**src/rtl/fifo_wr_arbiter.sv**
```systemverilog
// fifo_wr_arbiter
//   Round-robin burst arbiter sharing one FIFO write port among NREQ requesters.
//   One bubble cycle per arbitration, bursts of up to BURST words, zero-latency
//   handshake-to-write path, and wr_full backpressure that holds the grant.
//   Optional feature macro: FIFO_ARB_STAT_EN (per-requester accepted-word counters).
module fifo_wr_arbiter #(
  parameter int NREQ  = 4,
  parameter int DBITS = 16,
  parameter int BURST = 8
) (
  input  logic                    clk,
  input  logic                    rst,
  input  logic [NREQ-1:0]         req_valid,
  input  logic [NREQ*DBITS-1:0]   req_data,
  output logic [NREQ-1:0]         req_ready,
  input  logic                    wr_full,
  output logic                    wr_en,
  output logic [DBITS-1:0]        wr_data,
  output logic [$clog2(NREQ)-1:0] grant_id,
  output logic                    busy,
  output logic [NREQ*32-1:0]      stat_words
);

  localparam int IDW  = $clog2(NREQ);
  localparam int CNTW = $clog2(BURST + 1);
  localparam logic [IDW-1:0]  LAST_ID   = IDW'(NREQ - 1);
  localparam logic [CNTW-1:0] BEAT_LAST = CNTW'(BURST - 1);

  typedef enum logic [0:0] {
    ST_IDLE  = 1'b0,
    ST_GRANT = 1'b1
  } state_t;

  state_t          state_r;
  state_t          state_nxt_s;
  logic [IDW-1:0]  grant_id_r;
  logic [IDW-1:0]  grant_nxt_s;
  logic [CNTW-1:0] beat_r;
  logic [CNTW-1:0] beat_nxt_s;

  logic             sel_valid_s;
  logic [DBITS-1:0] sel_data_s;
  logic             in_grant_s;
  logic             xfer_s;

  // First valid requester after 'last', wrapping; returns 'last' when none valid.
  function automatic logic [IDW-1:0] rr_pick(input logic [NREQ-1:0] valid,
                                             input logic [IDW-1:0]  last);
    logic [IDW-1:0] pick;
    logic           found;
    int             idx;
    pick  = last;
    found = 1'b0;
    for (int k = 1; k <= NREQ; k++) begin
      idx = (int'(last) + k) % NREQ;
      if (!found && valid[idx]) begin
        pick  = IDW'(idx);
        found = 1'b1;
      end else begin
        found = found;
      end
    end
    return pick;
  endfunction

  assign sel_valid_s = req_valid[grant_id_r];
  assign sel_data_s  = req_data[grant_id_r*DBITS +: DBITS];
  // The reset cycle itself must never issue a write, hence the ~rst term.
  assign in_grant_s  = (state_r == ST_GRANT) && !rst;
  assign xfer_s      = in_grant_s && sel_valid_s && !wr_full;

  // Granted requester drives the FIFO write port; everything idles otherwise.
  always_comb begin
    req_ready = '0;
    wr_en     = 1'b0;
    wr_data   = '0;
    if (in_grant_s) begin
      req_ready[grant_id_r] = ~wr_full;
      wr_en                 = sel_valid_s & ~wr_full;
      wr_data               = sel_data_s;
    end else begin
      wr_en = 1'b0;
    end
  end

  // Arbitration in IDLE, burst counting and release decisions in GRANT.
  always_comb begin
    state_nxt_s = state_r;
    grant_nxt_s = grant_id_r;
    beat_nxt_s  = beat_r;
    case (state_r)
      ST_IDLE: begin
        if (|req_valid) begin
          state_nxt_s = ST_GRANT;
          grant_nxt_s = rr_pick(req_valid, grant_id_r);
          beat_nxt_s  = '0;
        end else begin
          state_nxt_s = ST_IDLE;
        end
      end
      ST_GRANT: begin
        if (xfer_s) begin
          beat_nxt_s = beat_r + CNTW'(1);
        end else begin
          beat_nxt_s = beat_r;
        end
        // A dropped valid releases the grant even while wr_full is high.
        if (!sel_valid_s) begin
          state_nxt_s = ST_IDLE;
        end else if (xfer_s && (beat_r == BEAT_LAST)) begin
          state_nxt_s = ST_IDLE;
        end else begin
          state_nxt_s = ST_GRANT;
        end
      end
      default: begin
        state_nxt_s = ST_IDLE;
      end
    endcase
  end

  // State, grant and beat registers; reset leaves grant_id at NREQ-1 so req 0 wins first.
  always_ff @(posedge clk) begin
    if (rst) begin
      state_r    <= ST_IDLE;
      grant_id_r <= LAST_ID;
      beat_r     <= '0;
    end else begin
      state_r    <= state_nxt_s;
      grant_id_r <= grant_nxt_s;
      beat_r     <= beat_nxt_s;
    end
  end

  assign grant_id = grant_id_r;
  assign busy     = (state_r == ST_GRANT);

`ifdef FIFO_ARB_STAT_EN
  logic [NREQ*32-1:0] stat_r;

  // Per-requester accepted-word counters, wrapping modulo 2^32.
  always_ff @(posedge clk) begin
    if (rst) begin
      stat_r <= '0;
    end else begin
      for (int i = 0; i < NREQ; i++) begin
        if (xfer_s && (grant_id_r == IDW'(i))) begin
          stat_r[i*32 +: 32] <= stat_r[i*32 +: 32] + 32'd1;
        end else begin
          stat_r[i*32 +: 32] <= stat_r[i*32 +: 32];
        end
      end
    end
  end

  assign stat_words = stat_r;
`else
  assign stat_words = '0;
`endif

endmodule

```
**config.mk**
```make
export PLATFORM = sky130hd
export DESIGN_NAME = fifo_wr_arbiter
export DESIGN_NICKNAME = d
export VERILOG_FILES = /design/src/rtl/fifo_wr_arbiter.sv
export SDC_FILE = /design/constraint.sdc
export NUM_CORES = 1
export LEC_CHECK = 0
export BUFFER_PORTS_ARGS = -buffer_cell sky130_fd_sc_hd__buf_2
export CAP_MARGIN = 40
export CORE_AREA = 5 5 84 86
export CTS_CLUSTER_SIZE = 16
export DETAILED_ROUTE_END_ITERATION = 6
export DIE_AREA = 0 0 89 91
export PLACE_DENSITY = 0.76
export SETUP_SLACK_MARGIN = 0.1
export SYNTH_ARGS = -nofsm -noshare
export SYNTH_HDL_FRONTEND = slang
export SYNTH_SLANG_ARGS = --single-unit
```
**constraint.sdc**
```tcl
create_clock -name clk -period 3.2 [get_ports clk]
set_clock_uncertainty 0.2 [all_clocks]
set_input_delay 0.64 -clock clk [delete_from_list [all_inputs] [get_ports clk]]
set_output_delay 0.64 -clock clk [all_outputs]
set_load 0.1 [all_outputs]
```
# Word-level counts from Yosys, hierarchy flattened
# Index checks and enable logic that the tools add are counted.
# word_totals
register_bits	7
input_bits	71
output_inout_bits	152
wordCells	86
# classes
addsub	5
magnitude_cmp	6
n_eq_ne	3
n_shift	1
mux	39
n_bitwise	8
n_reduce_logical	21
# op_table
cell	n
$shiftx 64x7->16	1
$mux 1	23
$lt 3x4->1 const B	4
$mux 16	1
$mux 4	3
$bmux 1 s2	5
$logic_and 1x1->1	8
$mux 2	4
$pmux 4 s2	1
$reduce_or 2->1	4
$logic_not 1->1	5
$add 2x1->2 const B	2
$add 2x2->2 const B	2
$add 4x1->4 const B	1
$and 1x1->1 const A	4
$and 4x4->4	1
$eq 4x3->1 const B	1
$reduce_bool 4->1	1
$reduce_or 4->1	1
$lt 2x3->1 const B	1
$reduce_and 3->1	1
$demux 1 s2	1
$ge 2x1->1 const B	1
$ne 2x1->1 const B	1
other kinds (5)	6

# Logic depth before layout (Yosys ltp)
# depth
ltp_word	23
depth_mapped	9
depth_no_buf	7

# Least setup slack after synthesis
# No wires, ideal clock.
# synth_path
kind	reg2out
startpoint	reg grant_id_r[1], in the netlist grant_id[1]
endpoint	out wr_data[10]
arrival_time_ns	3.317
path_slack_ns	-0.957
stages_incl_launch_ff	5
n_path_buf	2
cell_sequence	dfxtp_1 > buf_2 > buf_1 > mux4_2 > nor2b_1
# synth_via
elab_chain_cells	2
# synth_rtl
element	line_no	text
from (decl)	36	logic [IDW-1:0] grant_id_r;
from (signal assigned)	130	grant_id_r <= grant_nxt_s;
$shiftx 64x7->16	67	assign sel_data_s = req_data[grant_id_r*DBITS +: DBITS];
$mux 16	77	if (in_grant_s) begin
to (decl)	18	output logic [DBITS-1:0] wr_data,
# Every way passes these cells.

# Final worst setup path
# layout_path
startpoint	in rst
endpoint	out wr_en
# layout_via
elab_chain_cells	3
# layout_rtl
element	line_no	text
from (decl)	12	input logic rst,
$logic_not 1->1	69	assign in_grant_s = (state_r == ST_GRANT) && !rst;
$logic_and 1x1->1	69	
$mux 1	77	
to (decl)	17	output logic wr_en,
# Every way passes these cells.

==> results.sh <==
export IMPL_ys_flop_type="dfxtp_1"
export IMPL_hold_ws_ns=0.276
export IMPL_drtIter0Drc=45
export IMPL_synthArstFlopShare_pct=0
export IMPL_core_area_sq_um=6200
export IMPL_holdCritPathClass="reg -> reg"
export IMPL_period_minus_slack_ns=2.88
export IMPL_cts_tree="built"
export IMPL_seq_area_frac_synth_pct=6.80
export IMPL_dp_hpwl_um=4530
export IMPL_grt_antenna_before_repair=0
export IMPL_cts_hold_buf=0
export IMPL_num_rows=29
export IMPL_syn_inst=237
export IMPL_synth_seq_cells=7
export IMPL_clk_latency_ns=0.23
export IMPL_clk_pin_slew_ns=0.04
export IMPL_grt_pass1_wl_um=7320
export IMPL_setup_viol=0
export IMPL_hold_viol=0
export IMPL_pwr_density_cell_nw_per_um2=802
export IMPL_initial_core_util_pct=33.2
export IMPL_ant_nets=0
export IMPL_worstPathMaxFanout=11
export IMPL_gr_total_overflow=0
export IMPL_synth_avg_cell_area_sq_um=8.69
export IMPL_routedWlPerCell_um=12.9
export IMPL_finalPower_mw=2.00
export IMPL_worstPathCellList="buf_2 > nor3b_1 > and2_4 > buf_2"
export IMPL_r2r_end="grant_id[1]"
export IMPL_rsz0062_at_grt="no"
export IMPL_port_buffers=94
export IMPL_cp_slowest_cell="nor3b_1"
export IMPL_maxCapViolations=0
export IMPL_ios=223
export IMPL_fin_crit_sh_pct=90.1
export IMPL_cts_setup_buffers=0
export IMPL_min_to="beat_r[3]"
export IMPL_reg2reg_setup_slack_ns=0.79
export IMPL_grt_max_degree=29
export IMPL_remaining_drc_errors=0
export IMPL_fmax_mhz=347
export IMPL_cpMostUsedCell="buf_2"
export IMPL_via_count=1615
export IMPL_leakage_nw=1.34
export IMPL_drive_gt1_share_pct=41.5
export IMPL_synth_edf_count=0
export IMPL_track_usage_pct=11.1
export IMPL_syn_area_sq_um=2060
export IMPL_maxSlewViolCount=0
export IMPL_r2r_cells=6
export IMPL_setup_tns_final_ns=0
export IMPL_cts_buffers=3
export IMPL_synth_distinct_cells=33
export IMPL_root_buffer="clkbuf_8"
export IMPL_fp_dieH_um=91
export IMPL_crit_arrival_ns=2.04
export IMPL_nets=405
export IMPL_grt_pass1_vias=1540
export IMPL_viasPerCell=3.99
export IMPL_cp_slowest_stage_delay_ns=0.50
export IMPL_place_congestion=0.751
export IMPL_dr_pass1_iters=4
export IMPL_status="finished clean"
export IMPL_num_antenna_cells=0
export IMPL_ir_drop_v=0.000381
export IMPL_fillers=591
export IMPL_die_area_sq_um=8100
export IMPL_hold_depth=1
export IMPL_htreeDepth=1
export IMPL_cp_required_ns=2.36
export IMPL_min_from="beat_r[3]"
export IMPL_yosysWarnings=0
export IMPL_die_x_um=89
export IMPL_layout_commonest_cell="conb_1"
export IMPL_numClockSinks=7
export IMPL_path_class="in -> out"
export IMPL_rr_startpoint="grant_id[0]"
export IMPL_final_cell_mix="conb_1 (128), buf_2 (78), mux4_2 (17), buf_12 (16), nor2b_4 (11)"
export IMPL_slew_headroom_pct=63.4
export IMPL_syn_to_final_growth_pct=21.2
export IMPL_critPathLaunchType="primary input"
export IMPL_cts_buffer_depth=2
export IMPL_end_kind="output port"
export IMPL_routed_wl_um=5220
export IMPL_worst_pin_slew_ns=0.548
-- routing by layer --
| metal | wire length (um) | vias up | track usage, % |
|---|---|---|---|
| li1 | - | 727 | - |
| met1 | 1590 | 743 | 11.7 |
| met2 | 2820 | 135 | 21.7 |
| met3 | 742 | 10 | 2.17 |
| met4 | 65 | 0 | 2.85 |
| met5 | 0 | - | 0 |
-- power by group --
| group | switching, mW | total (mW) | internal [mW] |
|---|---|---|---|
| clock | 0.0380 | 0.124 | 0.0862 |
| combinational | 1.21 | 1.68 | 0.479 |
| sequential | 0.0862 | 0.194 | 0.108 |
| total | 1.33 | 2.00 | 0.673 |
-- metrics by stage --
stage / cells / setup slack (ns) / area, sq um / utilization, %
CTS: 405 / 0.240 / 2490 / 40.2
floorplan: 364 / 0.189 / 2640 / -
detailed placement: 401 / 0.319 / 2450 / 39.5
global route: 405 / 0.161 / 2500 / 40.2
finish: 405 / 0.318 / 2500 / 40.2
global placement: 401 / 0.340 / 2450 / 39.5
-- registers in the layout (all words and copies together) (netlist names) --
signal / cells
beat_r: 4
grant_id: 2
busy: 1
-- how the worst max path moves through the flow --
stage,from,to
finish,rst,wr_en
global route,rst,wr_en
CTS,grant_id[0],wr_en
detailed placement,rst,wr_en
global placement,rst,wr_en
floorplan,grant_id[0],wr_data[15]
-- area by class of cell --
class / count / area, sq um / area share, %
sequential: 7 / 146 / 5.86
timing repair buffer: 96 / 726 / 29.1
clock buffer: 4 / 45.0 / 1.80
inverter: 5 / 18.8 / 0.752
tap: 77 / 96.3 / 3.86
multi-input combinational: 216 / 1460 / 58.6
-- cell usage after synthesis, types with 2 or more instances --
library cell | n | area (sq um)
ha_1 | 5 | 62.6
a21oi_1 | 2 | 10.0
nor3b_1 | 2 | 15.0
mux4_1 | 2 | 52.6
nand2b_1 | 2 | 12.5
mux2i_1 | 2 | 20.0
nor2_1 | 10 | 37.5
buf_2 | 2 | 10.0
and2_1 | 4 | 25.0
buf_4 | 130 | 976
nor2b_1 | 17 | 106
nor3_1 | 5 | 25.0
inv_1 | 5 | 18.8
a311oi_1 | 2 | 17.5
dfxtp_1 | 7 | 140
nand2_1 | 4 | 15.0
mux4_2 | 17 | 383
clkbuf_1 | 2 | 7.51
o41ai_1 | 3 | 26.3
-- timing repair --
action                                  in CTS  in global routing
gates resized for setup                      0                  1
endpoints found under the setup margin       0                  1
endpoints found under the hold margin        0                  0
-- kinds of logic after synthesis --
family | Yosys count | share of synthesized area (%)
AO/OA/AOI/OAI | 13 | 4.68
other | 1 | 0.182
buffers and inverters | 141 | 49.9
multiplexers | 21 | 22.1
AND/OR/NAND/NOR | 49 | 13.3
adder cells (fa/ha/maj) | 5 | 3.04
flip-flops | 7 | 6.80
-- worst max-delay path: cells and delay by family --
| family | cells | cell delay, ns |
|---|---|---|
| AND/OR/NAND/NOR | 2 | 0.80 |
| buffers and inverters | 2 | 0.60 |
Power figures use the tool's default switching activity.
